### config.mk
export PLATFORM = sky130hd
export DESIGN_NAME = sd_init_sequencer
export DESIGN_NICKNAME = d
export VERILOG_FILES = /design/src/rtl/sd_init_sequencer.sv
export SDC_FILE = /design/constraint.sdc
export NUM_CORES = 1
export LEC_CHECK = 0
export ABC_AREA = 1
export ABC_CLOCK_PERIOD_IN_PS = 3000
export BUFFER_PORTS_ARGS = -buffer_cell sky130_fd_sc_hd__buf_2
export CAP_MARGIN = 10
export CORE_ASPECT_RATIO = 0.7
export CORE_MARGIN = 2
export CORE_UTILIZATION = 25
export CTS_CLUSTER_DIAMETER = 100
export DETAILED_ROUTE_END_ITERATION = 7
export PLACE_DENSITY_LB_ADDON = 0.1
export REMOVE_ABC_BUFFERS = 1
export SYNTH_ARGS = -nofsm -noshare
export SYNTH_HDL_FRONTEND = slang
export SYNTH_SLANG_ARGS = --single-unit
### constraint.sdc
create_clock -name clk -period 3 [get_ports clk]
set_input_delay 0.3 -clock clk [delete_from_list [all_inputs] [get_ports clk]]
set_output_delay 0.3 -clock clk [all_outputs]
set_load 0.02 [all_outputs]
### src/rtl/sd_init_sequencer.sv
// SD card identification sequencer: CMD0, CMD8, CMD55/ACMD41 loop, CMD2, CMD3, CMD9.
// Drives a command engine and strobes captured registers into the card-register file.
module sd_init_sequencer #(
  parameter int          ACMD41_MAX_TRIES = 1000,
  parameter logic [31:0] OCR_ARG          = 32'h40FF8000
) (
  input  logic         clk,
  input  logic         reset,
  input  logic         start,
  output logic         cmd_valid,
  input  logic         cmd_ready,
  output logic [5:0]   cmd_index,
  output logic [31:0]  cmd_arg,
  input  logic         resp_valid,
  input  logic         resp_timeout,
  input  logic [127:0] resp_data,
  output logic [127:0] reg_wdata,
  output logic         cid_en,
  output logic         ocr_en,
  output logic         rca_en,
  output logic         csd_en,
  output logic         busy,
  output logic         done,
  output logic         error,
  output logic [3:0]   err_state
);

  typedef enum logic [3:0] {
    S_IDLE   = 4'd0,
    S_CMD0   = 4'd1,
    S_CMD8   = 4'd2,
    S_CMD55  = 4'd3,
    S_ACMD41 = 4'd4,
    S_CMD2   = 4'd5,
    S_CMD3   = 4'd6,
    S_CMD9   = 4'd7,
    S_DONE   = 4'd8,
    S_ERR    = 4'd9
  } state_t;

  state_t      state;
  state_t      nxt;
  logic        in_wait;
  logic        go;
  logic        adv;
  logic        fail;
  logic        fin;
  logic        clr;
  logic        hs;
  logic        rv;
  logic [15:0] tries;
  logic [15:0] rca;
  logic [15:0] rca_nx;
  logic [16:0] tries_inc;

  function automatic logic [5:0] idx_of(state_t s);
    case (s)
      S_CMD8:   idx_of = 6'd8;
      S_CMD55:  idx_of = 6'd55;
      S_ACMD41: idx_of = 6'd41;
      S_CMD2:   idx_of = 6'd2;
      S_CMD3:   idx_of = 6'd3;
      S_CMD9:   idx_of = 6'd9;
      default:  idx_of = 6'd0;
    endcase
  endfunction

  function automatic logic [31:0] arg_of(state_t s,
                                         logic [15:0] r);
    case (s)
      S_CMD8:   arg_of = 32'h0000_01AA;
      S_ACMD41: arg_of = OCR_ARG;
      S_CMD9:   arg_of = {r, 16'h0};
      default:  arg_of = 32'h0;
    endcase
  endfunction

  assign hs        = cmd_valid & cmd_ready;
  assign rv        = in_wait & resp_valid & ~resp_timeout;
  assign tries_inc = {1'b0, tries} + 17'd1;
  // CMD9 is launched on the same edge that captures the RCA
  assign rca_nx    = (state == S_CMD3) ? resp_data[31:16] : rca;

  always_comb begin
    nxt  = state;
    go   = 1'b0;
    adv  = 1'b0;
    fail = 1'b0;
    fin  = 1'b0;
    clr  = 1'b0;
    unique case (state)
      S_IDLE, S_DONE, S_ERR: begin
        if (start) begin
          nxt = S_CMD0;
          go  = 1'b1;
          clr = 1'b1;
        end
      end
      default: begin
        if (!in_wait) begin
          if (hs) begin
            if (state == S_CMD0) begin
              nxt = S_CMD8;
              go  = 1'b1;
            end else begin
              adv = 1'b1;
            end
          end
        end else if (resp_timeout) begin
          fail = 1'b1;
        end else if (resp_valid) begin
          case (state)
            S_CMD8: begin
              if (resp_data[11:0] == 12'h1AA) begin
                nxt = S_CMD55;
                go  = 1'b1;
              end else begin
                fail = 1'b1;
              end
            end
            S_CMD55: begin
              nxt = S_ACMD41;
              go  = 1'b1;
            end
            S_ACMD41: begin
              if (resp_data[31]) begin
                nxt = S_CMD2;
                go  = 1'b1;
              end else if (tries_inc ==
                           17'(ACMD41_MAX_TRIES)) begin
                fail = 1'b1;
              end else begin
                nxt = S_CMD55;
                go  = 1'b1;
              end
            end
            S_CMD2: begin
              nxt = S_CMD3;
              go  = 1'b1;
            end
            S_CMD3: begin
              nxt = S_CMD9;
              go  = 1'b1;
            end
            S_CMD9:  fin = 1'b1;
            default: ;
          endcase
        end
      end
    endcase
  end

  always_ff @(posedge clk or negedge reset) begin
    if (!reset) begin
      state     <= S_IDLE;
      in_wait   <= 1'b0;
      cmd_valid <= 1'b0;
      cmd_index <= '0;
      cmd_arg   <= '0;
      reg_wdata <= '0;
      cid_en    <= 1'b0;
      ocr_en    <= 1'b0;
      rca_en    <= 1'b0;
      csd_en    <= 1'b0;
      busy      <= 1'b0;
      done      <= 1'b0;
      error     <= 1'b0;
      err_state <= '0;
      tries     <= '0;
      rca       <= '0;
    end else begin
      cid_en <= 1'b0;
      ocr_en <= 1'b0;
      rca_en <= 1'b0;
      csd_en <= 1'b0;
      if (clr) begin
        done      <= 1'b0;
        error     <= 1'b0;
        err_state <= '0;
        tries     <= '0;
        rca       <= '0;
      end
      if (go) begin
        state     <= nxt;
        in_wait   <= 1'b0;
        cmd_valid <= 1'b1;
        cmd_index <= idx_of(nxt);
        cmd_arg   <= arg_of(nxt, rca_nx);
        busy      <= 1'b1;
      end
      if (adv) begin
        in_wait   <= 1'b1;
        cmd_valid <= 1'b0;
      end
      if (fail) begin
        state     <= S_ERR;
        in_wait   <= 1'b0;
        cmd_valid <= 1'b0;
        busy      <= 1'b0;
        error     <= 1'b1;
        err_state <= state;
      end
      if (fin) begin
        state     <= S_DONE;
        in_wait   <= 1'b0;
        cmd_valid <= 1'b0;
        busy      <= 1'b0;
        done      <= 1'b1;
      end
      if (rv) begin
        case (state)
          S_ACMD41: begin
            if (resp_data[31]) begin
              ocr_en    <= 1'b1;
              reg_wdata <= {96'b0, resp_data[31:0]};
            end else begin
              tries <= tries_inc[15:0];
            end
          end
          S_CMD2: begin
            cid_en    <= 1'b1;
            reg_wdata <= resp_data;
          end
          S_CMD3: begin
            rca       <= resp_data[31:16];
            rca_en    <= 1'b1;
            reg_wdata <= {112'b0, resp_data[31:16]};
          end
          S_CMD9: begin
            csd_en    <= 1'b1;
            reg_wdata <= resp_data;
          end
          default: ;
        endcase
      end
    end
  end

endmodule
After elaboration in Yosys (flattened, before gate mapping)
Index checks and enable logic that the tools add are counted.
{"block": "op_classes", "n_eq_ne": 18, "n_reduce_logical": 10, "n_bitwise": 4, "addsub": 1, "n_mux": 78}
{"operator": "128-bit case mux with 3 select lines", "count": 1}
{"operator": "128-bit two-way mux", "count": 1}
{"operator": "16-bit two-way mux", "count": 8}
{"operator": "32-bit case mux with 3 select lines", "count": 1}
{"operator": "4-bit two-way mux", "count": 15}
{"operator": "1-bit two-way mux", "count": 48}
{"operator": "6-bit case mux with 6 select lines", "count": 1}
{"operator": "4-bit by 3-bit == test with 1-bit output (second input constant)", "count": 8}
{"operator": "4-bit case mux with 5 select lines", "count": 1}
{"operator": "16-bit by 1-bit adder with 17-bit output (second input constant)", "count": 1}
{"operator": "17-bit by 10-bit == test with 1-bit output (second input constant)", "count": 1}
{"operator": "4-bit by 2-bit == test with 1-bit output (second input constant)", "count": 4}
{"operator": "12-bit by 9-bit == test with 1-bit output (second input constant)", "count": 1}
{"operator": "4-bit == test (second input constant)", "count": 2}
{"operator": "3-bit nonzero test", "count": 2}
{"operator": "3-bit OR reduction", "count": 2}
{"operator": "4-bit by 1-bit == test with 1-bit output (second input constant)", "count": 1}
{"operator": "4-bit zero test", "count": 1}
{"operator": "2-bit nonzero test", "count": 2}
{"operator": "4-bit nonzero test", "count": 1}
{"operator": "1-bit bitwise AND", "count": 3}
{"operator": "1-bit case mux with 3 select lines", "count": 1}
{"operator": "3-bit AND reduction", "count": 1}
{"operator": "2-bit != test (second input constant)", "count": 1}
{"operator": "3 further kinds", "count": 3}
{"block": "word_totals", "out_inout_bits": 178, "regBits": 215, "in_bits": 134, "elab_cells": 127}

Logic depth before layout (Yosys ltp)
{"block": "logic_depth", "depth_word": 13, "depth_mapped": 22, "depth_no_buf": 22}

Least setup slack after synthesis
OpenSTA, ideal clock, no wires.
{"block": "synth_timing", "path_type": "register to register", "from": "reg tries[0]", "to": "reg cmd_index[0]", "arrival_time_ns": 2.029, "t_required_ns": 2.875, "period_less_slack_ns": 2.155, "setup_ns": 0.125, "path_stages_with_launch": 23, "slack_ns": 0.845, "path_buffers": 0, "path_cell_list": "dfrtp_1 > ha_1 > nand2_1 > nor2_2 > nand2_1 > nand2_1 > nand2_1 > inv_1 > nand2_1 > nor2_1 > nand2_1 > nor2_2 > nand3_1 > nand2_1 > nand2_1 > nand2_1 > nand2_1 > nand2_4 > nor2_2 > nand2_1 > nand2_1 > nand2_1 > nand3_1"}
{"block": "synth_via", "elab_chain_cells": 11, "word_cells_on_any_way": 23, "classes_between": "1 x add/sub; 7 x eq/ne; 15 x mux"}
{"element": "start: declaration", "line_no": "51", "text": "logic [15:0] tries;"}
{"element": "start signal: assignment", "line_no": "217", "text": "tries <= tries_inc[15:0];"}
{"element": "16-bit by 1-bit adder with 17-bit output (*)", "line_no": "80", "text": "assign tries_inc = {1'b0, tries} + 17'd1;"}
{"element": "17-bit by 10-bit == test with 1-bit output (*)", "line_no": "129", "text": "end else if (tries_inc =="}
{"element": "4-bit two-way mux", "line_no": "129"}
{"element": "4-bit two-way mux", "line_no": "126", "text": "if (resp_data[31]) begin"}
{"element": "4-bit case mux with 5 select lines", "line_no": "112", "text": "case (state)"}
{"element": "4-bit two-way mux", "line_no": "111", "text": "end else if (resp_valid) begin"}
{"element": "4-bit two-way mux", "line_no": "109", "text": "end else if (resp_timeout) begin"}
{"element": "4-bit two-way mux", "line_no": "100", "text": "if (!in_wait) begin"}
{"element": "4-bit two-way mux", "line_no": "91", "text": "unique case (state)"}
{"element": "4-bit by 3-bit == test with 1-bit output / 4-bit by 2-bit == test with 1-bit output (equally long branches)", "line_no": "57", "text": "case (s)"}
{"element": "6-bit case mux with 6 select lines", "line_no": "57"}
{"element": "end signal: assignment", "line_no": "187", "text": "cmd_index <= idx_of(nxt);"}
{"element": "end: declaration", "line_no": "12", "text": "output logic [5:0] cmd_index,"}
Mark *: on every way between the ends. The rest lies on a longest branch, timed or not.
A chain may end at the register's enable or synchronous reset.

Worst setup path after layout
{"block": "layout_timing", "from": "reg tries[0]", "to": "reg in_wait"}
{"block": "layout_via", "elab_chain_cells": 11, "word_cells_on_any_way": 19, "classes_between": "1 x add/sub; 1 x eq/ne; 16 x mux; 1 x reduce/logical"}
{"element": "16-bit by 1-bit adder with 17-bit output (*)", "line_no": "80"}
{"element": "17-bit by 10-bit == test with 1-bit output (*)", "line_no": "129"}
{"element": "1-bit two-way mux", "line_no": "129"}
{"element": "1-bit two-way mux", "line_no": "126"}
{"element": "1-bit case mux with 2 select lines", "line_no": "112"}
{"element": "1-bit two-way mux", "line_no": "111"}
{"element": "1-bit two-way mux", "line_no": "109"}
{"element": "1-bit two-way mux", "line_no": "100"}
{"element": "1-bit two-way mux", "line_no": "91"}
{"element": "1-bit two-way mux", "line_no": "195", "text": "if (fail) begin"}
{"element": "1-bit two-way mux", "line_no": "203", "text": "if (fin) begin"}
{"element": "end signal: assignment", "line_no": "192", "text": "in_wait <= 1'b1;"}
{"element": "end signal: assignment", "line_no": "197", "text": "in_wait <= 1'b0;"}
{"element": "end signal: assignment", "line_no": "205", "text": "in_wait <= 1'b0;"}
{"element": "end: declaration", "line_no": "43", "text": "logic in_wait;"}
Marks and branches as above.

==> results.txt <==
----------------------------------------------------
[Run status]
  Status ... finished, final reports clean

[CTS]
  CTS tree ... built
  Post-CTS clock slew at the launch and capture registers of the worst setup and hold paths ... around 0.080 ns
  # Post-CTS Setup Buffers ... 0
  CTS sink count ... 185
  Count of hold buffers inserted by post-cts repair ... 1
  Source-to-sink clock delay at the later pin of the worst-skew pair ... 0.45 ns
  Maximum level of the CTS H-tree ... 4
  Clk buf depth ... 2
  Number of gates given a new drive strength after cts ... 0
  Master cell of the clock root buffer ... sky130_fd_sc_hd__clkbuf_16
  Number of buffers created by CTS ... 17

[Global routing]
  Via count of the first global-routing pass ... between 7000 and 8000
  Maximum number of pins on one net before global-route repair ... 141
  Global Route Usage Sum ... approximately 16%
  GR Layer Usage met2 ... 23.0%
  Most heavily used metal layer in global routing ... met1
  Initial antenna violation count ... 2
  Wire length of the first global-routing pass ... roughly 43 mm
  Total congestion overflow ... 0
  GR Util met3 ... 4.09%
  Met1 Resource Use GR ... around a quarter

[Timing]
  Slew Limit Headroom ... 24.7%
  Final number of max-transition violations ... 0
  Final hold slack ... between 0.1 and 0.15 ns
  Final hold violation count ... 0
  Setup repair after global routing missed its margin ... false
  Worst Skew ... roughly 0.0066 ns
  Worst setup margin ... around 0.38 ns
  Number of setup violations in the final report ... 0
  Worst Tran Pin Value ... ~1.1 ns
  Top achievable clock speed ... approximately 380 MHz
  Final worst-path cycle share ... ~87%
  Tmin final ... between 2 and 3 ns

[Finish]
  Number of fill cells ... between 3000 and 4000
  Layout cells sized above 1 ... ~29%
  Filler-free cell count of the finished design ... 1739
  Final layout net count ... ~1400
  Final Util ... 33.4%
  Synthesis-to-finish area growth ... 30.9%

[Setup path]
  Crit path buffers/inverters ... 2
  Data arrival at the endpoint of the critical path ... between 2 and 3 ns
  CP Capture Type ... register
  Stage delay of the slowest cell on the critical path ... roughly 0.43 ns
  Register-to-register setup slack ... approximately 0.38 ns
  Critical-path cell list ... ha_1, nand2_1, nor2_2, nand3_1, nand2_1, nand2_1, inv_1, nand2_1, nor2_1, nand4_1, nand2_1, nand2_1, nand3_2, nand3_4, inv_4, nand2_1, o21bai_1
  Required time reported for the critical path endpoint ... approximately 3.4 ns
  Critical-path maximum fanout ... 25
  Most numerous cell on the critical path ... sky130_fd_sc_hd__nand2_1
  Library cell contributing the largest single delay on the critical path ... sky130_fd_sc_hd__dfrtp_1
  Startpoint Class ... register
  Crit-path leading delay family ... simple AND/OR/NAND/NOR gates
  Startpoint-to-endpoint class of the critical path ... register to register

[Floorplan]
  IO Count ... about 310
  DIE AREA ... 34700 sq um
  Effective utilization at floorplan ... about a quarter
  Num rows ... 55
  Floorplan core area ... about 33000 sq um
  Die height ... around 160 um
  Die width ... between 200 and 250 um

[Yosys]
  Count of synthesis-stage warnings from yosys ... 0
  Total of flip-flops plus latches after synthesis ... 185
  Cell area after synthesis ... between 8000 and 9000 sq um
  Post-Syn Instances ... 1016
  Most numerous cell types in the synthesized netlist ... sky130_fd_sc_hd__nand2_1 (399), sky130_fd_sc_hd__dfrtp_1 (185), sky130_fd_sc_hd__o21ai_0 (124), sky130_fd_sc_hd__nor2_1 (59), sky130_fd_sc_hd__inv_1 (47)
  Library cells used by synthesis ... 40
  Leading cell type by number of instances after synthesis ... sky130_fd_sc_hd__nand2_1
  Post-Syn Area per Cell ... slightly above 8 sq um
  Asr flop ratio synth ... between 90% and 100%
  Dominant synthesized flop cell ... sky130_fd_sc_hd__dfrtp_1
  Area share of the largest cell type after synthesis ... between 50% and 60%
  Sequential area share after synthesis ... 55.7%
  Most area-consuming cells after synthesis ... sky130_fd_sc_hd__dfrtp_1 (56%), sky130_fd_sc_hd__nand2_1 (18%), sky130_fd_sc_hd__o21ai_0 (7.5%), sky130_fd_sc_hd__nor2_1 (2.7%), sky130_fd_sc_hd__nand3_1 (2.2%)
  Number of flops mapped to enable cells by yosys ... 0
  Cell taking the most area after synthesis ... sky130_fd_sc_hd__dfrtp_1

[Power]
  Switching Fraction ... roughly 36%
  Relative contribution of sequential cells to total power ... between 40% and 50%
  Leakage power of the design ... ~5.6 nW
  Internal Power ... ~4.5 mW
  Clock group share of total power ... roughly 32%
  Portion of total power attributed to combinational logic ... 26.5%
  Worst VDD drop ... approximately 0.41 mV
  Power per unit of standard cell area ... 651 nW/um^2
  Total Power ... 7.08 mW
  Net load switching power ... approximately 2.6 mW

[Routing]
  Number of remaining DRC errors ... 0
  Drt pass-1 iters ... 5
  Number of vias per cell after detailed routing ... 4.35
  Total via count in the routed design ... between 7000 and 8000
  Remaining antenna violation count after routing ... 0
  Overall routed net length ... roughly 28 mm
  Average wire length per cell after detail routing ... 16.1 um
  Initial DRC count ... around 620

[Placement]
  Half-perimeter wire length after detailed placement ... ~20 mm
  Count of buffers from port buffering ... around 300
  RePlAce Congestion ... roughly 0.81
  Pre-CTS WS ... 0.412 ns
  Post-Place Cells ... about 1700

[Worst hold path]
  Worst min-delay path category ... primary input to register

[Flow run]
  Max-cap violations ... 0

----------------------------------------------------
==> placed cells by master (no fill, tap or decap), types with 3 or more instances in the layout <==
cell | synthesis | routed
sky130_fd_sc_hd__nand2_1 | 399 | 398
sky130_fd_sc_hd__buf_2 | 4 | 300
sky130_fd_sc_hd__dfrtp_1 | 185 | 185
sky130_fd_sc_hd__o21ai_0 | 124 | 124
sky130_fd_sc_hd__nor2_1 | 59 | 58
sky130_fd_sc_hd__inv_1 | 47 | 47
sky130_fd_sc_hd__nand3_1 | 37 | 37
sky130_fd_sc_hd__clkbuf_16 | 0 | 17
sky130_fd_sc_hd__a31oi_1 | 16 | 16
sky130_fd_sc_hd__o21ai_1 | 12 | 12
sky130_fd_sc_hd__buf_4 | 15 | 11
sky130_fd_sc_hd__nand4_1 | 10 | 10
sky130_fd_sc_hd__o22ai_1 | 10 | 10
sky130_fd_sc_hd__conb_1 | 1 | 10
sky130_fd_sc_hd__nor2_2 | 7 | 7
sky130_fd_sc_hd__nor3_1 | 6 | 6
sky130_fd_sc_hd__buf_12 | 0 | 6
sky130_fd_sc_hd__a21oi_1 | 5 | 5
sky130_fd_sc_hd__inv_2 | 4 | 4
sky130_fd_sc_hd__nand2_2 | 4 | 4
sky130_fd_sc_hd__inv_6 | 0 | 4
sky130_fd_sc_hd__nand3_2 | 3 | 3
sky130_fd_sc_hd__nor2_4 | 2 | 3
sky130_fd_sc_hd__inv_8 | 0 | 3
==> cell families after synthesis <==
group	synth area share, %
and+or+nand+nor	26.5
DFF	55.7
adders and majority gates	0.301
buffers and inverters	6.37
other	0.0451
xor gates and xnor gates	0.211
AOI/OAI and AO/OA	10.8
==> power by group through the flow <==
stage / clock network (mW) / logic, mW / registers (mW)
6_report: 2.29 / 1.87 / 2.92
3_5_place_dp: 0 / 1.90 / 2.96
5_1_grt: 2.48 / 2.09 / 2.96
3_3_place_gp: 0 / 1.90 / 2.97
4_1_cts: 2.39 / 1.91 / 2.92
2_1_floorplan: 0 / 0.827 / 3.23
==> final timing paths <==
| path | startpoint | endpoint | depth (start not counted) |
|---|---|---|---|
| max reg2reg | tries[0] | in_wait | 17 |
| min | resp_data[56] | reg_wdata[56] | 3 |
| max in group asynchronous | reset | reg_wdata[8] | 3 |
| min in group asynchronous | reset | reg_wdata[112] | 2 |
| min reg2reg | cmd_arg[31] | cmd_arg[31] | 2 |
| max | tries[0] | in_wait | 17 |
==> layer usage <==
metal  vias up  part of all wire [%]
li1       3809                     -
met1      3519                    51
met2       208                    42
met3        24                   5.0
met4         0                   1.6
met5         -                     0
==> cell type report <==
class,count,area [sq um],share of cell area [%]
well taps,427,534,4.91
diodes,2,5.00,0.0460
inverters,54,205,1.89
clock inverters,13,136,1.25
multi-input cells,720,3200,29.4
repair buffers,319,1730,15.9
flip-flops and latches,185,4630,42.5
clock buffers,19,443,4.07
==> tightest hold or removal path, stage by stage <==
cell	delay, ns
sky130_fd_sc_hd__buf_2	0.09
sky130_fd_sc_hd__nand2_1	0.05
sky130_fd_sc_hd__o21ai_0	0.07
==> per-stage QoR <==
| stage | TNS (ns) | area [sq um] |
|---|---|---|
| 6_report | 0 | 10900 |
| 5_1_grt | 0 | 10900 |
| 4_1_cts | 0 | 10900 |
| 3_5_place_dp | 0 | 10300 |
| 3_3_place_gp | 0 | 10300 |
| 2_1_floorplan | -226.14 | 8020 |
==> registers in the layout, indices dropped and copies added, names as in the netlist, 4 cells and up <==
name       flops
cmd_index      5
cmd_arg       18
state          4
reg_wdata    128
err_state      4
tries         16
No activity file was read; power rests on OpenSTA's default activity.
